### config.mk
export PLATFORM = sky130hd
export DESIGN_NAME = id_ex_stage
export DESIGN_NICKNAME = d
export VERILOG_FILES = /design/src/rtl/id_ex_stage_pkg.sv /design/src/rtl/id_ex_stage_forward_unit.sv /design/src/rtl/id_ex_stage.sv
export SDC_FILE = /design/constraint.sdc
export NUM_CORES = 1
export LEC_CHECK = 0
export CORE_UTILIZATION = 29
export CTS_CLUSTER_DIAMETER = 50
export DETAILED_ROUTE_END_ITERATION = 16
export GPL_ROUTABILITY_DRIVEN = 0
export PLACE_DENSITY = 0.71
export SLEW_MARGIN = 20
export SYNTH_ARGS = -nofsm -noshare
export SYNTH_HDL_FRONTEND = slang
export SYNTH_HIERARCHICAL = 1
export SYNTH_SLANG_ARGS = --single-unit
### constraint.sdc
create_clock -name i_clk -period 2.2 [get_ports i_clk]
set_clock_uncertainty 0.05 [all_clocks]
set_input_delay 0.44 -clock i_clk [delete_from_list [all_inputs] [get_ports i_clk]]
set_output_delay 0.44 -clock i_clk [all_outputs]
set_load 0.01 [all_outputs]
### src/rtl/id_ex_stage_pkg.sv
// -----------------------------------------------------------------------------
// types -- shared type definitions for the decode/execute pipeline boundary.
//
// Holds the ALU operation enums carried from decode into the ALU and the
// ID/EX stage state enum.  All enums have a zero-valued first member, so a
// cleared register holds the "default" operation (aluop_ari, comp_eq, ...).
//
// Also provides src_match(), the common "does this producer write the register
// this consumer reads" test used by both forwarding and hazard detection.
// -----------------------------------------------------------------------------
package types;

  localparam int REG_IDX_W = 5;

  typedef enum logic [2:0] {
    comp_eq  = 3'd0,
    comp_ne  = 3'd1,
    comp_lt  = 3'd2,
    comp_ge  = 3'd3,
    comp_ltu = 3'd4,
    comp_geu = 3'd5
  } compop_t;

  typedef enum logic [1:0] {
    arith_add  = 2'd0,
    arith_sub  = 2'd1,
    arith_slt  = 2'd2,
    arith_sltu = 2'd3
  } arithop_t;

  typedef enum logic [1:0] {
    logic_and = 2'd0,
    logic_or  = 2'd1,
    logic_xor = 2'd2,
    logic_nor = 2'd3
  } logicop_t;

  typedef enum logic [1:0] {
    div_div  = 2'd0,
    div_divu = 2'd1,
    div_rem  = 2'd2,
    div_remu = 2'd3
  } divop_t;

  typedef enum logic [1:0] {
    mul_mul    = 2'd0,
    mul_mulh   = 2'd1,
    mul_mulhsu = 2'd2,
    mul_mulhu  = 2'd3
  } mulop_t;

  typedef enum logic [2:0] {
    aluop_ari = 3'd0,
    aluop_log = 3'd1,
    aluop_cmp = 3'd2,
    aluop_mul = 3'd3,
    aluop_div = 3'd4,
    aluop_shf = 3'd5
  } aluop_t;

  typedef enum logic {
    RUN  = 1'b0,
    HOLD = 1'b1
  } id_ex_state;

  // A producer only counts if it really writes, and never for x0.
  function automatic logic src_match(input logic [REG_IDX_W-1:0] rs,
                                     input logic [REG_IDX_W-1:0] rd,
                                     input logic                 reg_write);
    return reg_write && (rd != '0) && (rd == rs);
  endfunction

endpackage

### src/rtl/id_ex_stage_forward_unit.sv
// -----------------------------------------------------------------------------
// forward_unit -- operand bypass mux for one source register.
//
// Ports:
//   rs_addr                         source register index
//   rf_data                         register-file read data
//   exmem_rd/_reg_write/_data       EX/MEM producer (youngest, wins)
//   memwb_rd/_reg_write/_data       MEM/WB producer
//   data                            resolved operand (x0 always reads 0)
// -----------------------------------------------------------------------------
module forward_unit
  import types::*;
#(
  parameter int N = 32
) (
  input  logic [REG_IDX_W-1:0] rs_addr,
  input  logic [N-1:0]         rf_data,
  input  logic [REG_IDX_W-1:0] exmem_rd,
  input  logic                 exmem_reg_write,
  input  logic [N-1:0]         exmem_data,
  input  logic [REG_IDX_W-1:0] memwb_rd,
  input  logic                 memwb_reg_write,
  input  logic [N-1:0]         memwb_data,
  output logic [N-1:0]         data
);

  always_comb begin
    data = rf_data;
    if (rs_addr == '0) begin
      data = '0;
    end else if (src_match(rs_addr, exmem_rd, exmem_reg_write)) begin
      data = exmem_data;
    end else if (src_match(rs_addr, memwb_rd, memwb_reg_write)) begin
      data = memwb_data;
    end
  end

endmodule

### src/rtl/id_ex_stage.sv
// -----------------------------------------------------------------------------
// id_ex_stage -- ID/EX pipeline register with hazard control.
//
// Captures a decoded instruction every cycle and presents its operands and op
// fields to the ALU one cycle later.  A RUN/HOLD FSM freezes the register
// while the ALU is busy (multi-cycle mul/div); load-use hazards insert a
// bubble and back-pressure decode via o_stall_id.  i_flush kills whatever is
// held or arriving and overrides both hold and capture.
//
// Build option: FORWARDING_EN
//   defined   -> operands are bypassed from EX/MEM (priority) and MEM/WB.
//   undefined -> no bypass; any used source still in flight (ID/EX, EX/MEM,
//                MEM/WB) stalls decode and bubbles until it has retired.
//
// Ports:
//   i_clk, i_rst                 clock, synchronous active-high reset
//   i_valid, i_rs*/i_rd addr     decoded instruction and register indices
//   i_rs1_data, i_rs2_data       register-file read data
//   i_imm, i_use_imm             immediate and operand-B select
//   i_reg_write, i_is_load       instruction flags
//   i_*op                        ALU op fields
//   i_exmem_*, i_memwb_*         downstream producers (forward / hazard)
//   i_flush, i_alu_stall         kill request, ALU busy
//   o_en, o_data_a/b, o_store    ALU enable and operands
//   o_*op, o_valid, o_rd_addr,
//   o_reg_write, o_is_load       registered instruction
//   o_stall_id                   combinational back-pressure to decode
// -----------------------------------------------------------------------------
module id_ex_stage
  import types::*;
#(
  parameter int N = 32
) (
  input  logic                 i_clk,
  input  logic                 i_rst,
  input  logic                 i_valid,
  input  logic [REG_IDX_W-1:0] i_rs1_addr,
  input  logic [REG_IDX_W-1:0] i_rs2_addr,
  input  logic [REG_IDX_W-1:0] i_rd_addr,
  input  logic [N-1:0]         i_rs1_data,
  input  logic [N-1:0]         i_rs2_data,
  input  logic [N-1:0]         i_imm,
  input  logic                 i_use_imm,
  input  logic                 i_reg_write,
  input  logic                 i_is_load,
  input  compop_t              i_compop,
  input  arithop_t             i_arithop,
  input  logicop_t             i_logicop,
  input  divop_t               i_divop,
  input  mulop_t               i_mulop,
  input  aluop_t               i_aluop,
  input  logic [REG_IDX_W-1:0] i_exmem_rd,
  input  logic                 i_exmem_reg_write,
  input  logic [N-1:0]         i_exmem_data,
  input  logic [REG_IDX_W-1:0] i_memwb_rd,
  input  logic                 i_memwb_reg_write,
  input  logic [N-1:0]         i_memwb_data,
  input  logic                 i_flush,
  input  logic                 i_alu_stall,
  output logic                 o_en,
  output logic [N-1:0]         o_data_a,
  output logic [N-1:0]         o_data_b,
  output logic [N-1:0]         o_store_data,
  output compop_t              o_compop,
  output arithop_t             o_arithop,
  output logic                 o_valid,
  output logic [REG_IDX_W-1:0] o_rd_addr,
  output logic                 o_reg_write,
  output logic                 o_is_load,
  output logic                 o_stall_id,
  output logicop_t             o_logicop,
  output divop_t               o_divop,
  output mulop_t               o_mulop,
  output aluop_t               o_aluop
);

  id_ex_state state_reg, state_next;

  logic [REG_IDX_W-1:0] rs_addr [2];
  logic [N-1:0]         rs_data [2];
  logic [N-1:0]         rs_fwd  [2];

  logic rs2_used;
  logic load_use;
  logic raw_hazard;
  logic hazard;
  logic stall;
  logic do_capture;
  logic do_bubble;

  assign rs_addr[0] = i_rs1_addr;
  assign rs_addr[1] = i_rs2_addr;
  assign rs_data[0] = i_rs1_data;
  assign rs_data[1] = i_rs2_data;

  // An immediate replaces rs2 as operand B, but stores still read rs2 as data.
  assign rs2_used = !i_use_imm || !i_reg_write;

  // The load in ID/EX has no data until MEM, so even bypass cannot help.
  assign load_use = i_valid && o_valid && o_is_load && (o_rd_addr != '0) &&
                    ((o_rd_addr == i_rs1_addr) ||
                     (rs2_used && (o_rd_addr == i_rs2_addr)));

`ifdef FORWARDING_EN
  genvar gi;
  generate
    for (gi = 0; gi < 2; gi++) begin : g_fwd
      forward_unit #(.N(N)) u_forward (
        .rs_addr         (rs_addr[gi]),
        .rf_data         (rs_data[gi]),
        .exmem_rd        (i_exmem_rd),
        .exmem_reg_write (i_exmem_reg_write),
        .exmem_data      (i_exmem_data),
        .memwb_rd        (i_memwb_rd),
        .memwb_reg_write (i_memwb_reg_write),
        .memwb_data      (i_memwb_data),
        .data            (rs_fwd[gi])
      );
    end
  endgenerate

  assign raw_hazard = 1'b0;
`else
  // Without bypass every in-flight writer of a used source must drain first.
  logic busy [2];
  logic unused_fwd_data;

  genvar gi;
  generate
    for (gi = 0; gi < 2; gi++) begin : g_nofwd
      assign rs_fwd[gi] = (rs_addr[gi] == '0) ? '0 : rs_data[gi];
      assign busy[gi]   = src_match(rs_addr[gi], o_rd_addr, o_valid && o_reg_write) ||
                          src_match(rs_addr[gi], i_exmem_rd, i_exmem_reg_write) ||
                          src_match(rs_addr[gi], i_memwb_rd, i_memwb_reg_write);
    end
  endgenerate

  assign raw_hazard      = i_valid && (busy[0] || (rs2_used && busy[1]));
  assign unused_fwd_data = ^{i_exmem_data, i_memwb_data};
`endif

  assign hazard = load_use || raw_hazard;

  always_comb begin
    state_next = state_reg;
    stall      = 1'b0;
    do_capture = 1'b0;
    do_bubble  = 1'b0;
    case (state_reg)
      RUN: begin
        // The ALU owns the current operands while busy; hold takes precedence
        // over any hazard on the instruction waiting behind it.
        if (o_valid && i_alu_stall) begin
          state_next = HOLD;
          stall      = 1'b1;
        end else if (hazard) begin
          stall     = 1'b1;
          do_bubble = 1'b1;
        end else begin
          do_capture = 1'b1;
        end
      end
      HOLD: begin
        stall = 1'b1;
        if (!i_alu_stall) begin
          state_next = RUN;
        end
      end
      default: state_next = RUN;
    endcase
    // Killed instructions free decode immediately, whatever else is pending.
    if (i_flush) begin
      state_next = RUN;
      stall      = 1'b0;
      do_capture = 1'b0;
      do_bubble  = 1'b0;
    end
  end

  assign o_stall_id = stall;
  assign o_en       = o_valid;

  always_ff @(posedge i_clk) begin
    if (i_rst) begin
      state_reg    <= RUN;
      o_valid      <= 1'b0;
      o_reg_write  <= 1'b0;
      o_is_load    <= 1'b0;
      o_rd_addr    <= '0;
      o_data_a     <= '0;
      o_data_b     <= '0;
      o_store_data <= '0;
      o_compop     <= comp_eq;
      o_arithop    <= arith_add;
      o_logicop    <= logic_and;
      o_divop      <= div_div;
      o_mulop      <= mul_mul;
      o_aluop      <= aluop_ari;
    end else begin
      state_reg <= state_next;
      if (i_flush || do_bubble) begin
        o_valid     <= 1'b0;
        o_reg_write <= 1'b0;
        o_is_load   <= 1'b0;
      end else if (do_capture) begin
        o_valid      <= i_valid;
        o_reg_write  <= i_valid && i_reg_write;
        o_is_load    <= i_valid && i_is_load;
        o_rd_addr    <= i_rd_addr;
        o_data_a     <= rs_fwd[0];
        o_data_b     <= i_use_imm ? i_imm : rs_fwd[1];
        o_store_data <= rs_fwd[1];
        o_compop     <= i_compop;
        o_arithop    <= i_arithop;
        o_logicop    <= i_logicop;
        o_divop      <= i_divop;
        o_mulop      <= i_mulop;
        o_aluop      <= i_aluop;
      end
    end
  end

endmodule

# Yosys cells after proc, flatten, opt, wreduce, memory -nomap -nowiden
# Cells that the tools add are included.
[word_totals] input_bits=209 output_inout_bits=120 reg_bits=119
[op_classes] reduce_logical=39 mux=17 eq_ne=6 n_bitwise=2
[ops] operator="two-way mux 32 bit" n=3
[ops] operator="== test 5 bit" n=6
[ops] operator="logical AND 1 bit" n=20
[ops] operator="nonzero test 5 bit" n=3
[ops] operator="two-way mux 1 bit" n=12
[ops] operator="zero test 5 bit" n=2
[ops] operator="logical OR 1 bit" n=9
[ops] operator="case mux 1 bit (2 select lines)" n=2
[ops] operator="OR reduction 2 bit" n=2
[ops] operator="zero test 1 bit" n=2
[ops] operator="inverter 1 bit" n=2
[ops] operator="AND reduction 2 bit" n=1

# Longest topological paths before layout
[depth] ltp_word=16 mapped_depth=8 mapped_depth_nobuf=6

# Least setup slack after synthesis
# Ideal clock, no wire load.
[synth_timing] kind="input -> register" start="input i_memwb_rd[1]" end="register o_store_data[1]" setup_slack_ns=-0.050 required_time_ns=2.029 setup_ns=0.121 t_arrival_ns=2.079 stages=7 n_path_buf=1 path_cell_list="or4_1 -> o21ai_2 -> nor4_1 -> o211ai_2 -> and4_2 -> buf_2 -> mux2_2"
[synth_between] elab_chain_len=15 word_cells_on_any_way=23
[synth_rtl] item="start: declaration" line="id_ex_stage.sv:55" rtl="input logic [REG_IDX_W-1:0] i_memwb_rd,"
[synth_rtl] item="nonzero test 5 bit" line="id_ex_stage_pkg.sv:70" rtl="return reg_write && (rd != '0) && (rd == rs);"
[synth_rtl] item="logical AND 1 bit (2 in a row)" line="id_ex_stage_pkg.sv:70"
[synth_rtl] item="logical OR 1 bit" line="id_ex_stage.sv:133" rtl="src_match(rs_addr[gi], i_exmem_rd, i_exmem_reg_write) ||"
[synth_rtl] item="logical AND 1 bit" line="id_ex_stage.sv:138" rtl="assign raw_hazard = i_valid && (busy[0] || (rs2_used && busy[1]));"
[synth_rtl] item="logical OR 1 bit (*)" line="id_ex_stage.sv:138"
[synth_rtl] item="logical AND 1 bit (*)" line="id_ex_stage.sv:138"
[synth_rtl] item="logical OR 1 bit (*)" line="id_ex_stage.sv:142" rtl="assign hazard = load_use || raw_hazard;"
[synth_rtl] item="two-way mux 1 bit" line="id_ex_stage.sv:156" rtl="end else if (hazard) begin"
[synth_rtl] item="two-way mux 1 bit" line="id_ex_stage.sv:153" rtl="if (o_valid && i_alu_stall) begin"
[synth_rtl] item="two-way mux 1 bit" line="id_ex_stage.sv:149" rtl="case (state_reg)"
[synth_rtl] item="two-way mux 1 bit" line="id_ex_stage.sv:172" rtl="if (i_flush) begin"
[synth_rtl] item="logical OR 1 bit" line="id_ex_stage.sv:201" rtl="if (i_flush || do_bubble) begin"
[synth_rtl] item="inverter 1 bit (no line)"
[synth_rtl] item="AND reduction 2 bit (no line) (*)"
[synth_rtl] item="end signal: assignment" line="id_ex_stage.sv:212" rtl="o_store_data <= rs_fwd[1];"
[synth_rtl] item="end: declaration" line="id_ex_stage.sv:63" rtl="output logic [N-1:0] o_store_data,"
# Mark *: on every way between the ends. The rest lies on a longest branch, timed or not.
# A chain may end at the register's enable or synchronous reset.

# Final worst setup path
[layout_timing] start="input i_exmem_reg_write" end="output o_stall_id"
[layout_between] elab_chain_len=12 word_cells_on_any_way=15
[layout_rtl] item="start: declaration" line="id_ex_stage.sv:53" rtl="input logic i_exmem_reg_write,"
[layout_rtl] item="logical AND 1 bit (*)" line="id_ex_stage_pkg.sv:70"
[layout_rtl] item="logical AND 1 bit" line="id_ex_stage_pkg.sv:70"
[layout_rtl] item="logical OR 1 bit" line="id_ex_stage.sv:132" rtl="assign busy[gi] = src_match(rs_addr[gi], o_rd_addr, o_valid && o_reg_write) ||"
[layout_rtl] item="logical OR 1 bit" line="id_ex_stage.sv:133"
[layout_rtl] item="logical AND 1 bit" line="id_ex_stage.sv:138"
[layout_rtl] item="logical OR 1 bit (*)" line="id_ex_stage.sv:138"
[layout_rtl] item="logical AND 1 bit (*)" line="id_ex_stage.sv:138"
[layout_rtl] item="logical OR 1 bit (*)" line="id_ex_stage.sv:142"
[layout_rtl] item="two-way mux 1 bit (*)" line="id_ex_stage.sv:156"
[layout_rtl] item="two-way mux 1 bit (*)" line="id_ex_stage.sv:153"
[layout_rtl] item="case mux 1 bit (2 select lines) (*)" line="id_ex_stage.sv:149"
[layout_rtl] item="two-way mux 1 bit (*)" line="id_ex_stage.sv:172"
[layout_rtl] item="end: declaration" line="id_ex_stage.sv:70" rtl="output logic o_stall_id,"
# Marks and branches as above.

==> impl_metrics.csv <==
group,metric,value,unit
placement,dp_hpwl,13490,µm
sta,setup_ws,-298.3,ps
synthesis,ys.flop_type,"dfxtp_1",
power_and_ir_drop,vdd.ir_drop.worst,0.4027,mV
synthesis,async_flop_share,0,%
cells_and_area,top_regs,"o_data_a x32, o_data_b x32, o_store_data x32",
hold_path,worstHoldStart,"o_arithop[0]",
worst_setup_path,worst_setup_path_start_kind,"input pin",
synthesis,synth_cell_types,31,
synthesis,synth.avg_cell_area,9.117,µm²
drt,wire_per_inst,15.00,µm
worst_setup_path,critPathMaxStageDelay,520,ps
synthesis,yosys_warnings,6,
grt,grt_overflow,0,
placement,placed_cell_area,9433,µm²
floorplan,die_area,22220,µm²
floorplan,fp.coreArea,21090,µm²
sta,max_slew.worst_pin.slew,586.3,ps
synthesis,syn_nets,897,
hold_path,hold_class,"reg -> reg",
grt,grt_pass1_vias,5625,
synthesis,yosysSeqAreaShare,37.98,%
power_and_ir_drop,seqPwrFrac,34.9,%
cells_and_area,mostFrequentLayoutCells,"clkdlybuf4s50_1 (241), nand2b_1 (134), dfxtp_1 (118)",
drt,drt_iter0_drc,147,
power_and_ir_drop,p_sw_share,25.94,%
worst_setup_path,cp_max_fo,2,
grt,grt_antenna_before_repair,1,
clocking,clk_latency,400,ps
status,status,"finished, violations left",
drt,vias,5665,
hold_path,hold_path_depth,2,
placement,placed_cells,1230,
cells_and_area,final_cells,1288,
worst_setup_path,critPathSlowestCell,"clkdlybuf4s50_1",
worst_setup_path,critPathTopFamily,"buffers and inverters",
clocking,cts_max_path_buffers,2,
drt,drt-total-wl,19330,µm
cells_and_area,final_area,10540,µm²
floorplan,die_h,149.1,µm
worst_setup_path,critPathBufInv,3,
drt,drt_first_pass_iters,4,
sta,finalSetupTns,-12760,ps
worst_setup_path,cp.required,1710,ps
clocking,cts-htree-levels,4,
sta,rsz0062_at_grt,"true",
cells_and_area,layout_commonest_cell,"clkdlybuf4s50_1",
sta,fin_crit_sh,113.6,%
floorplan,initial_utilization,29.74,%
sta,whs,418.9,ps
clocking,clock-sinks,119,
sta,setup_viol,102,
power_and_ir_drop,p_int,5091,µW
power_and_ir_drop,p_comb_share,23.4,%
synthesis,syn_inst,688,
sta,period_needed,2498,ps
clocking,cts-buffers-inserted,17,
grt,gr-usage-all-layers,17.17,%
drt,ant_nets,0,
power_and_ir_drop,p_per_area,652.6,nW/µm²
job,max-cap-violations,0,
worst_setup_path,end_kind,"primary output",
drt,drc,0,
floorplan,ios,329,
cells_and_area,drive_gt1_share,16.49,%
synthesis,syn-cell-area,6272,µm²
synthesis,ys_seq_elements,119,
sta,max_slew_margin,60.91,%
drt,vias_per_cell,4.398,
grt,grt_max_degree,65,
placement,port_buffers,264,
worst_setup_path,crit-reg2reg-launch,"o_rd_addr[0]",
clocking,cts_hold_buf,0,
sta,fmax,400.3,MHz
sta,slew_viol_final,0,
floorplan,die-width,149.1,µm
sta,hold_violations,0,
cells_and_area,diodes,0,
cells_and_area,final_nets,1209,
power_and_ir_drop,power.net_switching,1784,µW
clocking,clkSlewWorstSetupHoldPaths,60,ps
clocking,cts_tree,"yes",
power_and_ir_drop,pwr-share-clk,41.7,%
power_and_ir_drop,p_leak,0.004430,µW
cells_and_area,areaGrowthSynthToFinish,67.96,%
worst_setup_path,rr_worst_depth,9,
clocking,root_buffer,"clkbuf_16",
worst_setup_path,crit_chain,"clkdlybuf4s50_1, o21ai_4, nor4_4, o21ai_2, buf_4, a41oi_2, buf_2",
floorplan,rows,53,
synthesis,synth-edff-count,0,
worst_setup_path,cp_data_arrival_time,2010,ps
grt,grt_pass1_wl,29430,µm
status,violations,"negative setup slack",
worst_setup_path,crit_start,"i_exmem_reg_write",
worst_setup_path,crit_cells,7,
worst_setup_path,critPathKind,"in -> out",
-- metrics by stage --
stage               utilization (%)  setup slack [ps]  power [µW]
floorplan                         -            -23.81        3131
global placement              44.73            -915.2        3884
detailed placement            44.73            -994.9        3901
CTS                           49.22            -297.7        6936
global route                  49.96            -408.5        7178
finish                        49.96            -298.3        6875
-- worst register-to-register path: stages (launching register included) --
cell       delay [ps]
dfxtp_4           360
xor2_1            160
nor4_1            280
nand3_1           110
a221o_1           380
buf_4             170
nand4_4           160
buf_12            160
clkbuf_16         150
mux2_4            300
-- final cells by class --
type / count / area (µm²)
Clock buffer: 18 / 429.2
Sequential cell: 119 / 2386
Multi-Input combinational cell: 520 / 3656
Clock inverter: 14 / 175.2
Timing Repair Buffer: 342 / 3545
Tap cell: 275 / 344.1
Fill cell: 1974 / 10550
-- path summary, 6_finish.rpt --
kind / slack [ps] / endpoint
min reg2reg: 420 / o_arithop[0]
min: 420 / o_arithop[0]
max: -300 / o_stall_id
max reg2reg: -180 / o_store_data[11]
-- cells in the mapped netlist (2+ instances only) --
master | count | area (µm²)
nor4_1 | 5 | 31.28
buf_12 | 7 | 140.1
nand3_1 | 8 | 40.04
o22ai_1 | 3 | 18.77
o21ai_2 | 3 | 26.28
dfxtp_1 | 119 | 2382
a21oi_1 | 2 | 10.01
mux2i_1 | 83 | 830.8
o21ai_0 | 34 | 170.2
or4_1 | 2 | 15.01
nor3_1 | 5 | 25.02
clkbuf_1 | 34 | 127.6
nand2_1 | 102 | 382.9
mux2_4 | 31 | 465.5
xor2_1 | 15 | 131.4
xnor2_1 | 15 | 131.4
nor2_1 | 37 | 138.9
nor2b_1 | 33 | 206.5
nand2b_1 | 134 | 838.3
buf_6 | 5 | 56.30
-- logic make-up (layout without fill, tap and decap cells) --
logic type      after synthesis  count (layout)  synth area share [%]
simple gates                329             329                 27.35
flops                       119             119                 37.98
xor+xnor                     30              30                 4.189
mux                         115             115                 20.85
compound gates               46              46                 4.209
buf+inv                      49             374                 5.426
-- repair_timing --
item / in CTS / in global routing
pin swaps: 18 / 11
setup buffers: 11 / 9
resized for setup: 65 / 19
cloned: 5 / 3
endpoints found under the setup margin: 116 / 116
endpoints found under the hold margin: 0 / 0
-- power groups by stage --
stage | combinational, µW | sequential [µW] | clock (µW)
2_1_floorplan | 615 | 2520 | 0
3_3_place_gp | 1440 | 2440 | 0
3_5_place_dp | 1460 | 2440 | 0
4_1_cts | 1570 | 2400 | 2960
5_1_grt | 1730 | 2420 | 3030
6_report | 1610 | 2400 | 2870
-- metal layers --
layer | up-vias | track usage (%) | share of wire (%)
met3 | 18 | 5.994 | 8.1
met4 | 0 | 6.173 | 1.5
met1 | 2589 | 20.09 | 43
li1 | 2878 | - | -
met5 | - | 0 | 0
met2 | 180 | 28.86 | 48
Note: power is estimated with default switching activity, not from simulation.
==> RTL change 1, RTL diff (same flow settings) <==
Change the parameter `N` from 32 to 48.
--- a/src/rtl/id_ex_stage.sv
+++ b/src/rtl/id_ex_stage.sv
@@ -29,7 +29,7 @@
 module id_ex_stage
   import types::*;
 #(
-  parameter int N = 32
+  parameter int N = 48
 ) (
   input  logic                 i_clk,
   input  logic                 i_rst,
Interface: changed (8 resized); port bits go from 329 to 457. The function was not compared with the original's and may differ.
==> RTL change 1 against the original RTL <==
The run still ends with setup timing left; area after synthesis up 34%; setup slack better by 0.18 ns; routed wire length up 49%; combinational power up 35%; sequential cell count up 48; core utilization up 0.22 points; largest cell class unchanged; first-iteration DRC count up 100%; cell area up 34%; power up 28%.
==> RTL change 1: results (changes against the original RTL) <==
Synth
  – Top cells by count, synth: dfxtp_1 (167), nand2b_1 (134), mux2i_1 (115)
  – Area contributors post-synth: dfxtp_1 (40%), mux2i_1 (14%), nand2b_1 (10%)
  – Mapped Nets: 1195 (+33%)
  – Cells after Synth: 906 (+32%)
  – Synth warn: 6 (unchanged)
  – Yosys top cell area share: 39.7% (+1.7 points)
  – Seq/Total Area, Yosys: 39.7% (+1.7 points)
  – Post-synth cell types: 33 (+6.5%)

STA
  – TNS Setup: -0.819 ns (+11.94 ns)
  – Final WS setup: -0.119 ns (+0.179 ns)
  – Slew Viols, Final: 0 (unchanged)
  – Final setup viols: 49 (-52%)
  – Worst Max-Slew Pin Slew: 0.516 ns (-0.0704 ns)

Status
  – Failing checks: setup timing
  – Outcome: finished with violations

Drt
  – WL/cell: 16.9 um (+12%)
  – Via/cell ratio: 4.61 (+4.9%)
  – Via count: 7884 (+39%)
  – DR iter-0 viols: 300 (+100%)

Hold path
  – Worst hold start: o_store_data[41]
  – WHS Endpoint: o_store_data[41]
  – Worst hold stages: 2 (unchanged)

Place
  – I/O Buffers: 360 (+36%)
  – HPWL Detailed: 20400 um (+51%)
  – Placed Instances: 1648 (+34%)

Cells and area
  – # fillers: 2586 (+31%)
  – Layout cell share with drive strength beyond 1: 16.7% (+0.21 points)
  – Biggest regs: o_data_a x48, o_data_b x48, o_store_data x48

Worst setup path
  – RR Endpoint: o_data_b[9]
  – Critical R2R Launch: o_rd_addr[4]
  – Slowest cell delay on critical path: 0.54 ns (+0.02 ns)
  – CP Data Arrival Time: 1.83 ns (-0.18 ns)
  – CP max-delay cell: or4_4
  – Worst Reg-to-Reg Cells: 9 (unchanged)
  – Crit path max fanout: 2 (unchanged)
  – Reg2Reg Setup Slack: 0.12 ns (+0.30 ns)
  – Setup crit start: i_memwb_rd[2]

Pwr
  – Peak VDD IR: 0.000516 V (+28%)
  – Pleak: 5.78 nW (+30%)
  – Power Internal: 6.49 mW (+28%)

Clock network
  – Skew-Pair Late Insertion Delay: 0.42 ns (+0.02 ns)
  – Worst-path clk slew: 0.06 ns (about the same)

Global route
  – Vias in the first global route: 7701 (+37%)
  – Initial antenna violation count: 2 (+1)
  – Largest net degree at the start of global routing: 73 (+12%)
  – First-pass GRT wire length: 40600 um (+38%)
  – Total GRT Usage: 17.7% (+0.49 points)
-- RTL change 1: cell types whose count changed after synthesis, sizes merged, moves of 7 or more --
cell and change:
nand3b +96, a21oi +49, dfxtp +48, nor2 -33
mux2i +32, o21ai -29, clkbuf +20, mux2 +16
nor2b +15, xnor2 +7, xor2 -7
-- RTL change 1: per-stage QoR --
| stage | worst slack [ns] | instance area [um^2] | hold slack (ns) |
|---|---|---|---|
| global placement | -0.828 | 12900 | 0.410 |
| finish | -0.119 | 14100 | 0.424 |
| detailed placement | -0.845 | 12900 | 0.415 |
| global route | -0.153 | 14100 | 0.440 |
| floorplan | -0.0447 | 8430 | 0.445 |
| CTS | -0.0747 | 13600 | 0.427 |
-- RTL change 1: worst max path at each step --
stage | to | slack [ns] | cells past startpoint
floorplan | o_data_b[34] | -0.04 | 8
global placement | o_stall_id | -0.83 | 7
detailed placement | o_stall_id | -0.84 | 7
CTS | o_stall_id | -0.07 | 7
global route | o_stall_id | -0.15 | 7
finish | o_stall_id | -0.12 | 7
-- RTL change 1: critical path: cells and delay by family --
family | cells | cell delay [ns]
AND/OR/NAND/NOR | 2 | 0.62
AO/OA/AOI/OAI | 3 | 0.51
buffers and inverters | 2 | 0.26
-- RTL change 1: cells by family (layout without fill, tap and decap cells) --
group / Yosys count / count (layout) / synth area share [%]
simple gates: 404 / 404 / 28.2
flops: 167 / 167 / 39.7
mux: 163 / 163 / 20.1
buf+inv: 77 / 501 / 4.74
compound gates: 65 / 65 / 4.07
xor+xnor: 30 / 30 / 3.12
other cells: 0 / 1 / 0
-- RTL change 1: metal layers --
layer  track usage (%)  share of wire, %  up-vias
met1              20.0                41     3734
met2              30.9                49      249
met4              5.62               2.1        0
met5                 0                 0        -
met3              6.09               7.8       31
li1                  -                 -     3870
-- RTL change 1: repair_timing --
action                     in CTS  in global routing
cloned                          0                  8
resized for setup              84                 62
hold buffers                    0                  0
setup endpoints to repair     164                121
setup buffers                   2                 19
pin swaps                      18                 11
-- RTL change 1: final cells by class --
type                    count  share of cell area [%]
repair buffers            468                    33.6
clock inverters            13                    1.38
flip-flops and latches    167                    23.7
well taps                 378                    3.35
inverters                   2                  0.0531
clock buffers              18                    3.04
multi-input cells         662                    34.9
diodes                      1                  0.0177
-- RTL change 1: power groups by stage --
stage          sequential (mW)  combinational, mW  clock, mW
6_report                  3.37               2.17       3.26
2_1_floorplan             3.54              0.739          0
3_3_place_gp              3.43               1.95          0
5_1_grt                   3.40               2.32       3.49
3_5_place_dp              3.44               1.97          0
4_1_cts                   3.37               1.99       3.36
==> RTL change 2, RTL diff (config.mk and constraints unchanged) <==
Without the edit above. Add an input register stage for `i_divop`, without a reset; this delays it by one clock. The other inputs are not delayed to match.
--- a/src/rtl/id_ex_stage.sv
+++ b/src/rtl/id_ex_stage.sv
@@ -74,6 +74,12 @@
   output aluop_t               o_aluop
 );
 
+  divop_t i_divop_q;
+
+  always_ff @(posedge i_clk) begin
+    i_divop_q <= i_divop;
+  end
+
   id_ex_state state_reg, state_next;
 
   logic [REG_IDX_W-1:0] rs_addr [2];
@@ -213,7 +219,7 @@
         o_compop     <= i_compop;
         o_arithop    <= i_arithop;
         o_logicop    <= i_logicop;
-        o_divop      <= i_divop;
+        o_divop      <= i_divop_q;
         o_mulop      <= i_mulop;
         o_aluop      <= i_aluop;
       end
Behaviour: not the same (a bounded check fails within 4 cycles, from zero or initial values and one cycle with i_rst high).
==> RTL change 2 against the original RTL <==
The run still ends with setup timing left; routed wire length decreased by 1.7%; area after synthesis rose by 0.64%; fmax up 2.7%; setup slack improved by 0.066 ns; sequential cell count grew 2; cell area up 0.94%; power decreased by 1.5%; critical path type unchanged; largest cell class unchanged; highest routed layer unchanged.
==> RTL change 2: results (changes against the original RTL) <==
Synth
  – Post-synth ARST share: 0% (unchanged)
  – Area contributors post-synth: dfxtp_1 (38%), nand2b_1 (13%), mux2i_1 (13%)
  – Mean Syn Cell Area: 9.15 um^2 (+0.35%)
  – Seq/Total Area, Yosys: 38.4% (+0.39 points)
  – Top cells by count, synth: nand2b_1 (134), dfxtp_1 (121), nand2_1 (102)
  – Synth warn: 6 (unchanged)
  – Post-synth cell types: 31 (unchanged)
  – Mapped Nets: 899 (+0.22%)

Clock network
  – Skew-Pair Late Insertion Delay: slightly above 0.4 ns
  – H-tree Lvls: 4 (unchanged)
  – Num CTS Buffers: 17 (unchanged)
  – Clock Root Buffer: clkbuf_16

Global route
  – Vias in the first global route: 5724 (+1.8%)
  – Total GRT Usage: 17.0% (-0.19 points)
  – First-pass GRT wire length: 29700 um (+0.87%)
  – Initial antenna violation count: 0 (-1)

STA
  – TNS Setup: -6.96 ns (+5.80 ns)
  – Slew headroom: 57.8% (-3.1 points)
  – Final WS setup: -0.232 ns (+0.0664 ns)
  – Final setup viols: 95 (-6.9%)

Pwr
  – Peak VDD IR: 0.000466 V (+16%)
  – Pleak: 4.47 nW (+0.87%)

Status
  – Failing checks: setup timing
  – Outcome: finished with violations

Place
  – I/O Buffers: 264 (unchanged)
  – HPWL Detailed: 13200 um (-2.5%)
  – Placed Instances: 1240 (+0.81%)
  – Setup WS pre-CTS: -0.959 ns (+0.0362 ns)
  – Area after DPL: 9530 um^2 (+1.1%)

Cells and area
  – Biggest regs: o_data_a x32, o_data_b x32, o_store_data x32
  – # fillers: 1957 (-0.86%)
  – Layout cell share with drive strength beyond 1: 17.5% (+1.1 points)
  – Ant diodes: 0 (unchanged)

Drt
  – TritonRoute pass-1 iters: 4 (unchanged)
  – Drt total wl: 19000 um (-1.7%)
  – WL/cell: 14.7 um (-2.2%)
  – Via count: 5776 (+2.0%)
  – DR iter-0 viols: 161 (+9.5%)

Worst setup path
  – Crit path max fanout: 4 (+2)
  – CP Data Arrival Time: 1.94 ns (-0.07 ns)
  – Slowest cell delay on critical path: 0.35 ns (-0.17 ns)
  – CP max-delay cell: nor4_4

Hold path
  – Hold Path Class: flop to flop
==> RTL change 2: changes by cell type after synthesis, sizes merged <==
cell    before  now
dfxtp      119  121
buf         15   16
clkbuf      34   33
==> RTL change 2: final timing paths <==
check	start	endpoint	slack [ns]	cells after the start
worst max-delay path	i_rs2_addr[1]	o_stall_id	-0.23	7
worst min register to register	i_divop_q[1]	o_divop[1]	0.41	2
worst min-delay path	i_divop_q[1]	o_divop[1]	0.41	2
worst max register to register	o_rd_addr[3]	o_data_b[12]	-0.09	11
==> RTL change 2: layout make-up <==
class,instances,area [um^2],share of cell area [%]
clock buffers,19,453,4.26
flip-flops and latches,121,2420,22.8
clock inverters,13,120,1.13
repair buffers,347,3630,34.1
well taps,275,344,3.24
multi-input cells,520,3660,34.5
==> RTL change 2: repair_timing <==
action                                 in CTS  in global routing
pin swaps                                  16                  2
endpoints found under the hold margin       0                  0
gates cloned                                6                  1
setup buffers                              19                  1
setup endpoints to repair                 116                119
resized for setup                         100                  9
==> RTL change 2: cell families (layout without fill, tap and decap cells) <==
family	after synthesis	after routing	share of synthesized area, %
simple gates	329	329	27.2
flops	121	121	38.4
mux	115	115	20.7
buf+inv	49	379	5.39
compound gates	46	46	4.18
xor+xnor	30	30	4.16
==> RTL change 2: worst min-delay path, stage by stage (launching register included) <==
cell	delay, ns
dfxtp_1	0.29
nand2b_1	0.05
mux2i_1	0.06
==> RTL change 2: routing by layer <==
layer  track usage [%]  vias to the layer above  wire length, um
met3              5.85                       22             1520
met4              5.05                        0              289
met2              29.5                      187             9200
met5                 0                        -                0
met1              19.5                     2673             7980
li1                  -                     2894                -
==> RTL change 2: where the power goes <==
group	internal, mW	switching (mW)
Sequential	2.35	0.0836
Clock	1.62	1.09
Combinational	1.00	0.621
Total	4.98	1.80
